<file path="src/rtl/video_timing_pkg.sv">
// Shared video timing constants for the
// pixel/line counter pipeline stages.
package video_timing_pkg;

  localparam int PIX_W  = 10;
  localparam int LINE_W = 10;

  // 640x480 VGA vertical timing
  localparam logic [LINE_W-1:0] V_TOTAL   = 10'd524;
  localparam logic [LINE_W-1:0] V_S_BLANK = 10'd480;
  localparam logic [LINE_W-1:0] V_R_BLANK = 10'd0;
  localparam logic [LINE_W-1:0] V_S_SYNC  = 10'd490;
  localparam logic [LINE_W-1:0] V_R_SYNC  = 10'd492;

  localparam bit SYNC_POL = 1'b1;

endpackage

</file>
<file path="src/rtl/edge_flag.sv">
// Set/clear flag with enable; a set match
// wins over a clear match on the same value.
module edge_flag #(
  parameter int W = 10
) (
  input  logic         clk,
  input  logic         rst,
  input  logic         en,
  input  logic [W-1:0] val,
  input  logic [W-1:0] set_val,
  input  logic [W-1:0] clr_val,
  output logic         flag
);

  always_ff @(posedge clk) begin
    if (rst) begin
      flag <= 1'b0;
    end else if (en) begin
      if (val == set_val) begin
        flag <= 1'b1;
      end else if (val == clr_val) begin
        flag <= 1'b0;
      end
    end
  end

endmodule

</file>
<file path="src/rtl/line_counter.sv">
// Vertical timing stage: line count, vblank,
// vsync, frame start and display enable.
module line_counter
  import video_timing_pkg::*;
#(
  parameter int c           = LINE_W,
  parameter bit SYNC_ACTIVE = SYNC_POL
) (
  input  logic         clk,
  input  logic         rst,
  input  logic         line_en,
  input  logic         h_blank,
  input  logic [c-1:0] total,
  input  logic [c-1:0] s_blank,
  input  logic [c-1:0] r_blank,
  input  logic [c-1:0] s_sync,
  input  logic [c-1:0] r_sync,
  output logic [c-1:0] q,
  output logic         blank,
  output logic         sync,
  output logic         frame_start,
  output logic         de
);

  logic [c-1:0] total_sh;
  logic [c-1:0] s_blank_sh;
  logic [c-1:0] r_blank_sh;
  logic [c-1:0] s_sync_sh;
  logic [c-1:0] r_sync_sh;
  logic [c-1:0] q_next;
  logic         wrap;
  logic         vs;

  always_comb begin
    wrap   = line_en && (q >= total_sh);
    q_next = q;
    if (wrap) begin
      q_next = '0;
    end else if (line_en) begin
      q_next = q + 1'b1;
    end
  end

  // Shadows reload only at frame boundaries
  always_ff @(posedge clk) begin
    if (rst) begin
      q           <= '0;
      frame_start <= 1'b0;
      de          <= 1'b0;
      total_sh    <= total;
      s_blank_sh  <= s_blank;
      r_blank_sh  <= r_blank;
      s_sync_sh   <= s_sync;
      r_sync_sh   <= r_sync;
    end else begin
      q           <= q_next;
      frame_start <= wrap;
      de          <= ~h_blank & ~blank;
      if (wrap) begin
        total_sh   <= total;
        s_blank_sh <= s_blank;
        r_blank_sh <= r_blank;
        s_sync_sh  <= s_sync;
        r_sync_sh  <= r_sync;
      end
    end
  end

  edge_flag #(.W(c)) u_blank (
    .clk     (clk),
    .rst     (rst),
    .en      (line_en),
    .val     (q_next),
    .set_val (s_blank_sh),
    .clr_val (r_blank_sh),
    .flag    (blank)
  );

  edge_flag #(.W(c)) u_vs (
    .clk     (clk),
    .rst     (rst),
    .en      (line_en),
    .val     (q_next),
    .set_val (s_sync_sh),
    .clr_val (r_sync_sh),
    .flag    (vs)
  );

  assign sync = vs ? SYNC_ACTIVE : ~SYNC_ACTIVE;

endmodule

</file>
<file path="config.mk">
export PLATFORM = sky130hd
export DESIGN_NAME = line_counter
export DESIGN_NICKNAME = d
export VERILOG_FILES = /design/src/rtl/video_timing_pkg.sv /design/src/rtl/edge_flag.sv /design/src/rtl/line_counter.sv
export SDC_FILE = /design/constraint.sdc
export NUM_CORES = 1
export LEC_CHECK = 0
export BUFFER_PORTS_ARGS = -buffer_cell sky130_fd_sc_hd__buf_2
export CAP_MARGIN = 10
export CORE_UTILIZATION = 59
export CTS_CLUSTER_SIZE = 28
export DETAILED_ROUTE_END_ITERATION = 8
export PLACE_DENSITY = 0.84
export SLEW_MARGIN = 20
export SYNTH_ARGS = -nofsm -noshare
export SYNTH_HDL_FRONTEND = slang
export SYNTH_SLANG_ARGS = --single-unit
export TNS_END_PERCENT = 5
</file>
<file path="constraint.sdc">
create_clock -name clk -period 11.26 [get_ports clk]
set_input_delay 1.689 -clock clk [delete_from_list [all_inputs] [get_ports clk]]
set_output_delay 1.689 -clock clk [all_outputs]
set_load 0.05 [all_outputs]
</file>
Word-level counts from Yosys, hierarchy flattened --
Cells that the tools add are included.
Word-level totals: output and inout bits 14, input port bits 54, logic and storage cells 42, register bits after elaboration 64
Cells by class: $lt $le $gt $ge 1, bitwise logic cells 3, mux-type cells 17, equality and inequality tests 4, $add $sub $neg 1, reduce and logical (&&, ||, !) cells 6
Operators with widths (number):
- $mux 10 | 12
- $eq 10x10->1 | 4
- $add 10x1->10 const B | 1
- $ge 10x10->1 | 1
- $reduce_bool 2->1 | 3
- $mux 1 | 5
- $reduce_and 2->1 | 2
- $not 1->1 | 2
- $and 1x1->1 | 1
- $logic_and 1x1->1 | 1

Depth between registers and ports, before layout --
Gate-level depths: netlist of run 1.
word-level depth 6, mapped depth 11, gate-level depth less buffers 10

Cells and area by module --
From an unflattened synthesis of run 1, not the netlist that was laid out.
Unflattened totals: cell total of the unflattened synthesis 212, area, all modules 2857.7 um^2
By module, submodules not included:
- line_counter | times used 1, cells an instance 150, area an instance 2337.2 um^2, seq. area each 1741.7 um^2
- edge_flag | times used 2, cells an instance 31, area an instance 260.2 um^2, seq. area each 20.0 um^2

Least setup slack after synthesis of run 1 --
Ideal clock, no wire load.
path kind input to register, start point input line_en, end point register r_blank_sh[0] (enable), buffers on the path 3, arrival time 3831 ps, path slack 6996 ps, setup time 433 ps, data required time 10827 ps, stages 5, cells stage by stage buf_2 -> o21ai_1 -> buf_2 -> nand2b_1 -> clkbuf_1
Between the ends: cells in the longest elaborated chain, start to end 2
Ends and longest elaborated chain:
- start: declaration | line line_counter.sv:11 | input logic line_en,
- $logic_and 1x1->1 | line line_counter.sv:35 | wrap = line_en && (q >= total_sh);
- $reduce_bool 2->1 (no source line)
- end signal: assignment | line line_counter.sv:52 | r_blank_sh <= r_blank;
- end signal: assignment | line line_counter.sv:62 | r_blank_sh <= r_blank;
- end: declaration | line line_counter.sv:27 | logic [c-1:0] r_blank_sh;
Every way passes these cells. A chain may end at the register's enable or synchronous reset.

Worst setup path in the final report of run 1 --
start point input line_en, end point register u_blank.flag
Between the ends: cells in the longest elaborated chain, start to end 5, elaborated cells on any way between the ends 8, those cells by class eq/ne: 2; mux: 3; reduce/logical: 3
Ends and longest elaborated chain:
- $mux 10 / $logic_and 1x1->1 (equally long branches) | line line_counter.sv:39, line_counter.sv:35
- $mux 10 | line line_counter.sv:37 | if (wrap) begin
- $eq 10x10->1 (on tied branches) | line edge_flag.sv:21, edge_flag.sv:19
- $reduce_bool 2->1 (no source line)
- $reduce_and 2->1 (no source line)
- end signal: assignment | line edge_flag.sv:17 | flag <= 1'b0;
- end signal: assignment | line edge_flag.sv:20 | flag <= 1'b1;
- end signal: assignment | line edge_flag.sv:22 | flag <= 1'b0;
- end: declaration | line edge_flag.sv:12 | output logic flag
Several ways; a longest one is shown, not always the timed one.

==> results of run 1 <==
area by class of cell:
| type | instances | area share (%) |
|---|---|---|
| repair buffers | 68 | 8.67 |
| multi-input cells | 198 | 38.5 |
| clock inverters | 5 | 0.569 |
| flip-flops and latches | 64 | 45.0 |
| clock buffers | 11 | 3.57 |
| inverters | 14 | 1.33 |
| well taps | 72 | 2.28 |
per-layer routing:
layer	up-vias	routed length [um]	track usage, %
met4	0	143	10.4
met5	-	0	0
li1	1230	-	-
met1	1229	3100	33.4
met3	19	465	7.53
met2	126	3570	41.9
power by group through the flow:
stage	clock network, W	logic (W)	registers (W)
3_5_place_dp	0	0.0000425	0.000281
5_1_grt	0.000182	0.0000469	0.000277
3_3_place_gp	0	0.0000407	0.000281
4_1_cts	0.000170	0.0000428	0.000276
6_report	0.000168	0.0000426	0.000277
2_1_floorplan	0	0.0000233	0.000282
critical path, delay by kind of cell:
kind	cells	cell delay, ns
buffers and inverters	1	0.26
AO/OA/AOI/OAI	4	0.74
AND/OR/NAND/NOR	3	0.94
XOR/XNOR	1	0.20
state kept, by name, indices dropped and copies added (netlist names):
name and flops:
s_blank_sh 10, u_blank.flag 1, s_sync_sh 10, frame_start 1, r_sync_sh 10, de 1
u_vs.flag 1, r_blank_sh 10, total_sh 10, q 10
cell usage in the layout (no fill, tap or decap), drive strengths merged, types with 11 or more instances in the layout:
cell    synthesis  routed
a21oi          13      13
ha             11      11
clkbuf          2      11
xor2           12      12
nor2           26      26
inv            14      14
edfxtp         50      50
xnor2          22      22
dfxtp          14      14
buf             6      68
o21ai          12      12
logic make-up after synthesis:
| family | after synthesis | synth area share, % |
|---|---|---|
| buffers and inverters | 22 | 2.77 |
| flip-flops | 64 | 52.5 |
| multiplexers | 4 | 1.22 |
| AO/OA/AOI/OAI | 62 | 12.9 |
| AND/OR/NAND/NOR | 85 | 15.4 |
| XOR/XNOR | 36 | 11.2 |
| adder cells (fa/ha/maj) | 11 | 4.06 |
through the flow:
| stage | power (W) | worst slack, ns | utilization [%] | cell area (um^2) |
|---|---|---|---|---|
| final | 0.000487 | 7.67 | 71.4 | 3960 |
| after global routing | 0.000506 | 7.55 | 71.4 | 3960 |
| after CTS | 0.000489 | 7.43 | 71.3 | 3950 |
| after detailed placement | 0.000324 | 7.32 | 68.4 | 3790 |
| after global placement | 0.000321 | 7.40 | 68.4 | 3790 |
| after floorplan | 0.000305 | 7.00 | - | 3390 |
final timing paths:
kind	start	to	cells after the start
hold / removal	u_blank.flag	de	1
setup / recovery	line_en	u_blank.flag	9
setup reg to reg	q[0]	r_blank_sh[8]	8
hold reg to reg	u_blank.flag	de	1
==> metrics.md, run 1 <==
| Metric | Value |
|---|---|
| Status | `finished, final reports clean` |
| Syn avg cell area | `between 10 and 15 um^2` |
| Final HPWL DP | `between 5 and 6 mm` |
| Area of the core | `5540 um^2` |
| Clock power frac | `roughly 34%` |
| Worst Setup Path Type | `in -> reg` |
| Remaining DRCs | `0` |
| Most frequently used flop master after synthesis | `edfxtp_1` |
| CP Capture Type | `register` |
| Initial Util | `~60%` |
| Post-synth ARST share | `0%` |
| Global route overflow | `0` |
| Hold WS | `about 0.45 ns` |
| Global-route wire length before repair | `approximately 12 mm` |
| Number of flops mapped to enable cells by yosys | `50` |
| Max Cap Viol | `0` |
| Multi-input gate area | `1520 um^2` |
| Crit start category | `input pin` |
| Clock Sinks | `64` |
| CTS tree | `yes` |
| Number of global-route vias before repair | `2462` |
| # hold bufs at CTS | `0` |
| Worst path cell trace | `buf_2 -> nand4_1 -> nor2_1 -> xor2_2 -> or4b_1 -> a21oi_1 -> a2bb2oi_1 -> a311oi_1 -> a21o_1` |
| Clk Latency, worst-skew pair | `0.35 ns` |
| Top achievable clock speed | `0.279 GHz` |
| Share of layout cells above drive strength 1 | `between 20% and 30%` |
| IO Port Bufs | `between 60 and 70` |
| Static leakage | `1.60 nW` |
| GPL Wtd Cong | `between 0.8 and 0.9` |
| Total CTS buffers | `9` |
| Area fraction of the dominant cell type after synthesis | `roughly 44%` |
| Row count | `27` |
| # diodes | `0` |
| Crit path required time | `about 12 ns` |
| Nets | `420` |
| Initial drt markers | `about 190` |
| H-tree levels | `3` |
| Commonest cells in the netlist | `edfxtp_1 (50), nor2_1 (23), xnor2_1 (20)` |
| Num ports | `~70` |
| Worst path slowest cell | `or4b_1` |
| Fillcell total | `between 400 and 500` |
| Finish-stage setup viols | `0` |
| RSZ-0062 raised after global routing | `no` |
| Netlist cell types | `55` |
| Cells after Synth | `approximately 280` |
| GRT Total Usage | `about a quarter` |
| WL/cell | `16.8 um` |
| Fin crit period | `3.59 ns` |
| Mapped Area | `about 3400 um^2` |
| Initial antenna violation count | `0` |
| Critical path's largest stage delay | `0.56 ns` |
| Final hold vios | `0` |
| VDD IR-drop max | `roughly 0.0001 V` |
| Post-cts sizing count | `0` |
| Switching Fraction | `about a quarter` |
| Sw power | `about 0.00012 W` |
| #FFs+latches synth | `64` |
| Net count after synthesis | `around 350` |
| Slew margin rel. | `around 43%` |
| Final-report max-slew violation count | `0` |
| DR vias/cell | `6.03` |
| Die Height | `around 78 um` |
| Hold WC Path Type | `reg -> reg` |
| CTS Root Cell | `clkbuf_8` |
| Power per cell area | `123 nW/um^2` |
| Total wire length | `~7.3 mm` |
| Leading area contributor after synthesis | `edfxtp_1` |
| Synth warn | `0` |
| Reg2Reg Setup Slack | `about 7.9 ns` |
| Worst-margin pin slew | `0.847 ns` |
| Top-count cell post-synth | `edfxtp_1` |
| Chip width | `slightly below 80 um` |
| Register area | `~1800 um^2` |
| Clock Pin Slew Worst Setup and Hold Paths | `0.07 ns` |
| DIE AREA | `~6100 um^2` |
| Reg power frac | `between 50% and 60%` |
| Post-DRT Antenna Nets | `0` |
| Post-CTS setup buffers | `0` |
| Worst-path fanout max | `14` |
| Worst Path Arrival | `roughly 3.8 ns` |
| Ranking of synthesized cells by area | `edfxtp_1 (44%), dfxtp_1 (8.3%), xnor2_1 (5.2%)` |
| Setup TNS | `0 ns` |
| Sequential area share after synthesis | `52.5%` |
| Power Internal | `0.000370 W` |
| TritonRoute pass-1 iters | `5` |
| Comb pwr share | `around 9%` |
| Clock skew | `0.00639 ns` |
| Placed Instances | `about 420` |
| CTS Buffer Depth | `2` |
| Largest net degree at the start of global routing | `32` |
| Vias | `~2600` |
| Layout area overhead | `16.6%` |
| Layout Cells excl Fill | `between 400 and 500` |
| Crit share post-route | `a little under a third` |
No activity file was read; power rests on OpenSTA's default activity.
==> inputs of run 2 (changes only) <==
--- a/config.mk
+++ b/config.mk
@@ -5,12 +5,13 @@
 export SDC_FILE = /design/constraint.sdc
 export NUM_CORES = 1
 export LEC_CHECK = 0
+export ABC_AREA = 1
 export BUFFER_PORTS_ARGS = -buffer_cell sky130_fd_sc_hd__buf_2
 export CAP_MARGIN = 10
-export CORE_UTILIZATION = 59
+export CORE_UTILIZATION = 49
 export CTS_CLUSTER_SIZE = 28
 export DETAILED_ROUTE_END_ITERATION = 8
-export PLACE_DENSITY = 0.84
+export PLACE_DENSITY = 0.75
 export SLEW_MARGIN = 20
 export SYNTH_ARGS = -nofsm -noshare
 export SYNTH_HDL_FRONTEND = slang
==> constraint.sdc (replaced) <==
create_clock -name clk -period 3.05 [get_ports clk]
set_input_delay 0.4575 -clock clk [delete_from_list [all_inputs] [get_ports clk]]
set_output_delay 0.4575 -clock clk [all_outputs]
set_load 0.05 [all_outputs]
==> run 2 against run 1 <==
  * Global-route usage shrank 4.5 points
  * Clock power grew to 4.2 times the previous value
  * Via count shrank 8.0%
  * Power grew to 3.9 times the previous value
  * First-iteration DRC count shrank 28%
  * Non-clock buffer count grew 4
  * Flip-flop and latch count is the same
  * Synthesized area shrank 5.9%
  * Combinational power grew to 3.8 times the previous value
  * Largest cell class unchanged
==> metrics.md, run 2 <==
| Metric | Value |
|---|---|
| Crit start category | `register` |
| Total wire length | `6.63 mm (-8.8%)` |
| Final HPWL DP | `5.18 mm (-1.2%)` |
| Total CTS buffers | `9 (unchanged)` |
| Worst Path Arrival | `2.78 ns (-1.06 ns)` |
| Tot Pwr | `0.00188 W (+290%)` |
| Post-synth ARST share | `0% (unchanged)` |
| Finish-stage setup viols | `0 (unchanged)` |
| RSZ-0062 raised after global routing | `no` |
| Most frequently used flop master after synthesis | `edfxtp_1` |
| Area fraction of the dominant cell type after synthesis | `47.0% (+2.8 points)` |
| WL/cell | `13.3 um (-21%)` |
| GRT Total Usage | `21.7% (-4.5 points)` |
| TritonRoute pass-1 iters | `4 (-1)` |
| Sequential area share after synthesis | `55.8% (+3.3 points)` |
| Hold WC Path Type | `in -> reg` |
| Synth Area in Adders | `4.31% (+0.26 points)` |
| Mux contribution to synthesized area | `0% (-1.2 points)` |
| GPL Wtd Cong | `0.925 (+9.6%)` |
| Worst path slowest cell | `dfxtp_1` |
| Mapped Area | `3190 um^2 (-5.9%)` |
| Area post-placement | `3610 um^2 (-4.8%)` |
| Most frequent cells in the layout | `nand2_1 (89), buf_2 (67), edfxtp_1 (50)` |
| Worst Setup Path Type | `reg -> reg` |
| Largest net degree at the start of global routing | `32 (unchanged)` |
| Clk Latency, worst-skew pair | `0.35 ns (about the same)` |
| # diodes | `0 (unchanged)` |
| DR vias/cell | `4.82 (-20%)` |
| Reg power frac | `53.6% (-3.2 points)` |
| Crit share post-route | `between 80% and 90%` |
| Switching Fraction | `24.1% (+0.18 points)` |
| Ranking of synthesized cells by area | `edfxtp_1 (47%), nand2_1 (11%), dfxtp_1 (8.8%)` |
| Netlist cell types | `33 (-40%)` |
| CTS Root Cell | `clkbuf_8` |
| Crit path required time | `3.33 ns (-8.18 ns)` |
| Setup TNS | `0 ns (unchanged)` |
| Critical path's largest stage delay | `0.46 ns (-0.10 ns)` |
| Cells after Synth | `338 (+19%)` |
| Worst-path fanout max | `16 (+2)` |
| CTS Buffer Depth | `2 (unchanged)` |
| Initial drt markers | `136 (-28%)` |
| Status | `finished, final reports clean` |
| Register area | `1780 um^2 (unchanged)` |
| Clock Sinks | `64 (unchanged)` |
| Slew margin rel. | `68.0% (+25 points)` |
| #FFs+latches synth | `64 (unchanged)` |
| Fin crit period | `2.50 ns` |
| Nets | `480 (+14%)` |
| Multi-input gate area | `1170 um^2 (-23%)` |
| Post-CTS setup buffers | `0 (unchanged)` |
| Top-count cell post-synth | `nand2_1` |
| Synth Area in Compound Gates | `2.70% (-10 points)` |
| Number of flops mapped to enable cells by yosys | `50 (unchanged)` |
| Worst-margin pin slew | `0.479 ns (-0.368 ns)` |
| VDD IR-drop max | `0.000441 V (+350%)` |
| Clock power frac | `37.8% (+3.4 points)` |
| Die Height | `82.7 um (+6.3%)` |
| Post-route cell area | `3800 um^2 (-3.8%)` |
| Chip width | `82.7 um (+6.3%)` |
| Synth warn | `0 (unchanged)` |
| Number of global-route vias before repair | `2184 (-11%)` |
| Syn avg cell area | `9.44 um^2 (-21%)` |
| Leading area contributor after synthesis | `edfxtp_1` |
| Static leakage | `1.85 nW (+16%)` |
| Layout area overhead | `19.2%` |
| # hold bufs at CTS | `0 (unchanged)` |
| Simple-Gate Fraction of Synth Area | `25.6% (+10 points)` |
| Final hold vios | `0 (unchanged)` |
| DIE AREA | `6840 um^2 (+13%)` |
| Num ports | `68 (unchanged)` |
| Area of the core | `6310 um^2 (+14%)` |
| Commonest cells in the netlist | `nand2_1 (90), edfxtp_1 (50), inv_1 (46)` |
| Top achievable clock speed | `approximately 0.4 GHz` |
| Vias | `2396 (-8.0%)` |
| Initial antenna violation count | `0 (unchanged)` |
| H-tree levels | `3 (unchanged)` |
| Most common library cell in the layout ignoring fill and taps | `nand2_1` |
| Sw power | `0.000454 W (+290%)` |
| Clock skew | `0.00707 ns (+0.000678 ns)` |
| Share of layout cells above drive strength 1 | `26.0% (-1.3 points)` |
| Initial Util | `50.6% (-11 points)` |
| Net count after synthesis | `403 (+15%)` |
| Post-cts sizing count | `0 (unchanged)` |
| Remaining DRCs | `0 (unchanged)` |
| Power Internal | `0.00143 W (+290%)` |
| CTS tree | `yes` |
| Largest family of logic cells by synthesized area | `simple AND/OR/NAND/NOR gates` |
| Fillcell total | `564 (+34%)` |
| Most used cell, CP | `nand2_1` |
| Global-route wire length before repair | `10.3 mm (-12%)` |
| Final-report max-slew violation count | `0 (unchanged)` |
| Row count | `29 (+7.4%)` |
| Global route overflow | `0 (unchanged)` |
| Comb pwr share | `8.6% (-0.2 points)` |
| Max Cap Viol | `0 (unchanged)` |
| Post-DRT Antenna Nets | `0 (unchanged)` |
| CP Capture Type | `register` |
| Worst path cell trace | `inv_1 -> ha_1 -> inv_1 -> nand2_1 -> nand2_1 -> nand2_1 -> nand3_1 -> nand3_2 -> nand2_2 -> buf_4 -> nand2_1 -> nand2_1 -> nand2_1 -> inv_1 -> nand2_1 -> nor2_1 -> nand4_1 -> a21oi_1` |
| Power per cell area | `495 nW/um^2 (+300%)` |
| XOR/XNOR share of the synthesized area | `4.04% (-7.2 points)` |
| IO Port Bufs | `67 (unchanged)` |
| Reg2Reg Setup Slack | `0.55 ns (-7.31 ns)` |
| Hold WS | `0.264 ns (-0.191 ns)` |
| Clock Pin Slew Worst Setup and Hold Paths | `0.07 ns (about the same)` |
[run 2: metrics by stage]
step,util (%),cells,setup WS [ns]
after global routing,60.2,497,0.271
after detailed placement,57.1,481,0.558
final,60.2,497,0.546
after CTS,60.2,497,0.544
after floorplan,-,338,0.303
after global placement,57.1,481,0.659
[run 2: power groups by stage]
stage	Sequential (W)	Combinational, W	Clock (W)
floorplan	0.00103	0.0000895	0
global placement	0.00103	0.000158	0
detailed placement	0.00103	0.000162	0
CTS	0.00101	0.000163	0.000735
global route	0.00101	0.000183	0.000770
finish	0.00101	0.000161	0.000712
[run 2: final timing paths]
kind	from	endpoint	depth (start not counted)
setup / recovery	q[0]	u_blank.flag	18
setup reg to reg	q[0]	u_blank.flag	18
hold / removal	h_blank	de	2
hold reg to reg	u_vs.flag	u_vs.flag	2
[run 2: cell families after synthesis]
group                      count (synthesis)
adders and majority gates                 11
and+or+nand+nor                          179
buffers and inverters                     55
AOI/OAI and AO/OA                         16
xor gates and xnor gates                  13
DFF                                       64
[run 2: final cells by class]
class	count	area share (%)
flip-flops and latches	64	46.8
multi-input cells	219	30.8
repair buffers	72	9.80
inverters	49	4.87
clock buffers	9	3.26
well taps	77	2.53
clock inverters	7	1.91
[run 2: per-layer routing]
layer / vias up / GRT usage (%) / part of all wire [%]
met3: 15 / 4.73 / 6.5
met4: 0 / 11.6 / 2.8
met2: 91 / 34.8 / 47
met1: 1046 / 27.3 / 44
met5: - / 0 / 0
li1: 1244 / - / -
[run 2: critical path: cells and delay by family (launching register included)]
kind / cells / cell delay [ns]
simple gates: 12 / 1.10
flops: 1 / 0.46
buf+inv: 4 / 0.41
fa+ha+maj: 1 / 0.29
compound gates: 1 / 0.16
